===== src/rtl/pattern_det_pkg.sv =====
// Shared types and default sizing for the configurable serial pattern detector.
package pattern_det_pkg;

  localparam int unsigned PAT_W_DEF = 4;
  localparam int unsigned CNT_W_DEF = 8;

  typedef enum logic [1:0] {
    IDLE = 2'd0,
    RUN  = 2'd1,
    DONE = 2'd2
  } ctrl_state_t;

endpackage


===== src/rtl/pattern_shift_matcher.sv =====
// History shift register, fill counter and comparator; match_c flags a hit on the
// post-shift value so the controller can register it at the same edge.
module pattern_shift_matcher
  import pattern_det_pkg::*;
#(
  parameter int unsigned PAT_W = PAT_W_DEF
) (
  input  logic             clk,
  input  logic             rst,
  input  logic             clear,
  input  logic             shift,
  input  logic             x,
  input  logic [PAT_W-1:0] pattern,
  input  logic             overlap,
  output logic             match_c
);

  localparam int unsigned FILL_W = $clog2(PAT_W + 1);

  logic [PAT_W-1:0]  hist_q, hist_d;
  logic [FILL_W-1:0] fill_q, fill_d;

  // Fill saturates at PAT_W so a match needs a full window of fresh bits.
  always_comb begin
    hist_d  = {hist_q[PAT_W-2:0], x};
    fill_d  = (fill_q == FILL_W'(PAT_W)) ? fill_q : fill_q + FILL_W'(1);
    match_c = shift && (fill_d == FILL_W'(PAT_W)) && (hist_d == pattern);
  end

  always_ff @(posedge clk) begin
    if (rst || clear) begin
      hist_q <= '0;
      fill_q <= '0;
    end else if (shift) begin
      hist_q <= hist_d;
      fill_q <= (match_c && !overlap) ? '0 : fill_d;
    end
  end

endmodule


===== src/rtl/pattern_det_ctrl.sv =====
// Run controller for the serial pattern detector: config capture, IDLE/RUN/DONE
// sequencing, saturating match counter and registered status outputs.
module pattern_det_ctrl
  import pattern_det_pkg::*;
#(
  parameter int unsigned PAT_W = PAT_W_DEF,
  parameter int unsigned CNT_W = CNT_W_DEF
) (
  input  logic             clk,
  input  logic             rst,
  input  logic             cfg_valid,
  input  logic [PAT_W-1:0] cfg_pattern,
  input  logic [CNT_W-1:0] cfg_target,
  input  logic             cfg_overlap,
  output logic             cfg_ready,
  input  logic             start,
  input  logic             abort,
  input  logic             x,
  input  logic             x_valid,
  output logic             y,
  output logic             busy,
  output logic             done,
  output logic [CNT_W-1:0] match_cnt
);

  ctrl_state_t      state_q;
  logic [PAT_W-1:0] pattern_q;
  logic [CNT_W-1:0] target_q;
  logic             overlap_q;
  logic [CNT_W-1:0] cnt_q;
  logic             y_q, busy_q, done_q, ready_q;

  logic             launch_c, shift_c, match_c, hit_target_c;
  logic [CNT_W-1:0] cnt_inc_c;

  // Config beats start; abort suppresses both the shift and any match this cycle.
  always_comb begin
    launch_c     = ((state_q == IDLE) || (state_q == DONE)) && start && !cfg_valid;
    shift_c      = (state_q == RUN) && x_valid && !abort;
    cnt_inc_c    = (cnt_q == '1) ? cnt_q : cnt_q + CNT_W'(1);
    hit_target_c = (target_q != '0) && (cnt_inc_c == target_q);
  end

  pattern_shift_matcher #(
    .PAT_W (PAT_W)
  ) u_matcher (
    .clk     (clk),
    .rst     (rst),
    .clear   (launch_c),
    .shift   (shift_c),
    .x       (x),
    .pattern (pattern_q),
    .overlap (overlap_q),
    .match_c (match_c)
  );

  always_ff @(posedge clk) begin
    if (rst) begin
      state_q   <= IDLE;
      pattern_q <= '0;
      target_q  <= '0;
      overlap_q <= 1'b1;
      cnt_q     <= '0;
      y_q       <= 1'b0;
      busy_q    <= 1'b0;
      done_q    <= 1'b0;
      ready_q   <= 1'b1;
    end else begin
      y_q <= 1'b0;
      case (state_q)
        IDLE, DONE: begin
          if (cfg_valid) begin
            pattern_q <= cfg_pattern;
            target_q  <= cfg_target;
            overlap_q <= cfg_overlap;
          end else if (start) begin
            state_q <= RUN;
            cnt_q   <= '0;
            busy_q  <= 1'b1;
            done_q  <= 1'b0;
            ready_q <= 1'b0;
          end
        end
        RUN: begin
          if (abort) begin
            state_q <= IDLE;
            busy_q  <= 1'b0;
            ready_q <= 1'b1;
          end else if (match_c) begin
            y_q   <= 1'b1;
            cnt_q <= cnt_inc_c;
            if (hit_target_c) begin
              state_q <= DONE;
              busy_q  <= 1'b0;
              done_q  <= 1'b1;
              ready_q <= 1'b1;
            end
          end
        end
        default: begin
          state_q <= IDLE;
          busy_q  <= 1'b0;
          done_q  <= 1'b0;
          ready_q <= 1'b1;
        end
      endcase
    end
  end

  assign y         = y_q;
  assign busy      = busy_q;
  assign done      = done_q;
  assign cfg_ready = ready_q;
  assign match_cnt = cnt_q;

endmodule


===== config.mk =====
export PLATFORM = sky130hd
export DESIGN_NAME = pattern_det_ctrl
export DESIGN_NICKNAME = d
export VERILOG_FILES = /design/src/rtl/pattern_det_pkg.sv /design/src/rtl/pattern_shift_matcher.sv /design/src/rtl/pattern_det_ctrl.sv
export SDC_FILE = /design/constraint.sdc
export NUM_CORES = 1
export LEC_CHECK = 0
export BUFFER_PORTS_ARGS = -buffer_cell sky130_fd_sc_hd__buf_4
export CAP_MARGIN = 25
export CORE_MARGIN = 1.5
export CORE_UTILIZATION = 50
export DETAILED_ROUTE_END_ITERATION = 8
export GPL_ROUTABILITY_DRIVEN = 0
export PLACE_DENSITY_LB_ADDON = 0.12
export SETUP_SLACK_MARGIN = 0.02
export SLEW_MARGIN = 20
export SYNTH_ARGS = -nofsm -noshare
export SYNTH_HDL_FRONTEND = slang
export SYNTH_SLANG_ARGS = --single-unit

===== constraint.sdc =====
create_clock -name clk -period 2.65 [get_ports clk]
set_clock_uncertainty 0.1 [all_clocks]
set_input_delay 0.53 -clock clk [delete_from_list [all_inputs] [get_ports clk]]
set_output_delay 0.53 -clock clk [all_outputs]
set_load 0.05 [all_outputs]

==> summary.md <==
| Metric | Value |
|---|---|
| Status | complete, no violations |
| Setup_tns | 0 ps |
| Achievable Freq | 431.3 MHz |
| Gr ovfl total | 0 |
| Post-layout total power | 0.9454 mW |
| Fin. Hold Viols | 0 |
| Worst setup slack before clock tree synthesis | 381.7 ps |
| Setup Crit Path Kind | register to register |
| Highest metal used | met4 |
| Type of element capturing the critical path | register |
| Commonest cells after routing, fill and taps aside | 33 x sky130_fd_sc_hd__nand2_1, 33 x sky130_fd_sc_hd__dfxtp_1, 32 x sky130_fd_sc_hd__buf_4, 26 x sky130_fd_sc_hd__a21oi_1, 19 x sky130_fd_sc_hd__nor2_1 |
| Layout cell share with drive strength beyond 1 | 0.1969 |
| Minimum clock period after layout | 2319 ps |
| Number of resized instances in the post-cts repair step | 0 |
| Remaining antenna violation count | 0 |
| Final Slew Violations | 0 |
| Number of buffers added on ports | 31 |
| Wire length on met1 | 2104 um |
| Worst EP required | 2790 ps |
| All-Layer GR Usage | 0.2144 |
| Starting density of the core | 0.5359 |
| Y dimension of the die | 63.51 um |
| Number of global-route vias before repair | 1,431 |
| Initial antenna violation count | 0 |
| Critical Path AT | 2460 ps |
| Post-synth EDFFs | 0 |
| Clock buffer depth | 2 |
| Met3 Routed Length | 233 um |
| Smallest setup slack after layout | 331.4 ps |
| Boundary pin count | 32 |
| Prevailing post-synth register cell | sky130_fd_sc_hd__dfxtp_1 |
| Number of vias after detailed routing | 1,654 |
| Netlist cell types | 50 |
| Final clock period utilization by the worst path | 0.8749 |
| Final setup viols | 0 |
| Min-Delay Path Class | primary input to register |
| Cell at the root of the clock tree | sky130_fd_sc_hd__clkbuf_4 |
| Via density per instance | 5.513 |
| Static leakage | 0.8998 nW |
| RSZ-0062 raised after global routing | false |
| Cell area after synthesis | 1831 sq um |
| Nature of the critical path startpoint | register |
| Number of nets produced by synthesis | 250 |
| Total wirelength of the detailed-routed design | 4002 um |
| Global-route wire length before repair | 6879 um |
| Clock-pin slew of the registers on the worst-case setup and hold paths | 100 ps |
| Biggest fanout along the worst timing path | 7 |
| Die area | 4033 sq um |
| Maximum vdd drop | 0.0003261 V |
| Maximum number of pins on one net before global-route repair | 28 |
| Area of the core | 3416 sq um |
| Async set or reset register ratio after synthesis | 0 |
| Cts bufs inserted | 5 |
| Layout overhead on the synthesized area | 16.34% |
| Post-layout nets | 277 |
| Count of max-cap constraint violations | 0 |
| DRC Markers | 0 |
| Average detailed-routed wire length per instance | 13.34 um |
| Antenna cell count | 0 |
| Count of buffers added by post-CTS timing repair for setup | 0 |
| Die X-Extent | 63.51 um |
| Total power divided by cell area | 443.9 nW/um^2 |
| Clock Sinks | 33 |
| CTS tree | built |
| Total half-perimeter wirelength after legalization and detailed placement | 2923 um |
| Worst slew pin tran | 745.2 ps |
| Slew headroom | 0.5021 |
| Wire length on met2 | 1625 um |
| Number of violations reported at the end of detailed-routing iteration 0 | 175 |
| Sequential share of the synthesized area | 0.3609 |
| Pre-Repair DR Iteration Count | 4 |
| Yosys warnings | 0 |
| Average cell area after synthesis | 8.064 sq um |
| FF-to-FF setup slack | 330 ps |
| Total number of H-tree levels | 2 |
| Number of buffers inserted for hold repair after clock tree synthesis | 0 |
| Total of flip-flops plus latches after synthesis | 33 |
| Gate count after technology mapping | 227 |
| Row cnt | 21 |
| Clock latency on the worst-skew pair | 340 ps |
==> sequential cells by signal (all words and copies together), names as in the netlist <==
signal	flops
pattern_q	4
cfg_ready	1
match_cnt	8
target_q	8
y	1
overlap_q	1
done	1
u_matcher.hist_q	3
state_q	2
u_matcher.fill_q	3
busy	1
==> routing by layer <==
| metal | global-route usage | vias up |
|---|---|---|
| met5 | 0 | - |
| met2 | 0.3053 | 44 |
| met1 | 0.3106 | 738 |
| li1 | - | 868 |
| met4 | 0.06793 | 0 |
| met3 | 0.05893 | 4 |
==> stage by stage <==
stage / hold WS [ps] / util / cells / cell area [sq um]
after floorplan: 338.4 / - / 227 / 1831
after global placement: 356.9 / 0.6062 / 293 / 2071
after detailed placement: 360.9 / 0.6062 / 293 / 2071
after CTS: 298.7 / 0.6234 / 300 / 2130
after global routing: 315.4 / 0.6234 / 300 / 2130
final: 307.1 / 0.6234 / 300 / 2130
==> worst max-delay path, cell delays in order (launching register included) <==
cell and delay [ps]:
sky130_fd_sc_hd__dfxtp_1 460, sky130_fd_sc_hd__ha_1 310, sky130_fd_sc_hd__and4_1 310, sky130_fd_sc_hd__and4b_1 260, sky130_fd_sc_hd__nor3_1 70, sky130_fd_sc_hd__nor4b_2 350, sky130_fd_sc_hd__and3_1 280, sky130_fd_sc_hd__o21ai_0 90
==> power breakdown <==
part | total (mW) | switching [mW] | internal [mW]
Sequential | 0.526 | 0.0151 | 0.511
Combinational | 0.123 | 0.0671 | 0.0554
Clock | 0.297 | 0.172 | 0.124
Total | 0.945 | 0.255 | 0.691
==> path summary, 6_finish.rpt <==
path                              startpoint           end  cells after the start
worst min-delay path             cfg_overlap     overlap_q                      3
worst max register to register  match_cnt[0]    state_q[0]                      7
worst max-delay path            match_cnt[0]    state_q[0]                      7
worst min register to register  pattern_q[2]  pattern_q[2]                      2
==> synthesized netlist by cell type (3+ instances only) <==
master,n,area share
sky130_fd_sc_hd__a211oi_1,3,0.012
sky130_fd_sc_hd__xor2_1,8,0.038
sky130_fd_sc_hd__or3_1,3,0.010
sky130_fd_sc_hd__dfxtp_1,33,0.36
sky130_fd_sc_hd__xnor2_1,3,0.014
sky130_fd_sc_hd__ha_1,3,0.021
sky130_fd_sc_hd__o21ai_0,7,0.019
sky130_fd_sc_hd__nor3_1,11,0.030
sky130_fd_sc_hd__nor2_1,19,0.039
sky130_fd_sc_hd__clkbuf_1,6,0.012
sky130_fd_sc_hd__nand2_1,33,0.068
sky130_fd_sc_hd__a31oi_1,5,0.017
sky130_fd_sc_hd__nor4_1,5,0.017
sky130_fd_sc_hd__nor2b_1,8,0.027
sky130_fd_sc_hd__buf_2,4,0.011
sky130_fd_sc_hd__and3_1,4,0.014
sky130_fd_sc_hd__nand2b_1,3,0.010
sky130_fd_sc_hd__a21oi_1,26,0.071
sky130_fd_sc_hd__mux2i_1,4,0.022
sky130_fd_sc_hd__and4_1,3,0.014
==> kinds of logic after synthesis <==
family | after synthesis | share of synthesized area
flops | 33 | 0.3609
buf+inv | 14 | 0.03554
simple gates | 107 | 0.3233
mux | 4 | 0.02187
xor+xnor | 11 | 0.05264
compound gates | 55 | 0.1852
fa+ha+maj | 3 | 0.02051
==> layout make-up <==
| cell class | instances | area (sq um) |
|---|---|---|
| clock buffers | 6 | 51.30 |
| clock inverters | 1 | 7.507 |
| fillers | 324 | 1286 |
| inverters | 2 | 7.507 |
| multi-input cells | 180 | 1105 |
| flip-flops and latches | 33 | 660.6 |
| well taps | 46 | 57.56 |
| repair buffers | 32 | 240.2 |
Note: power is estimated with default switching activity, not from simulation.
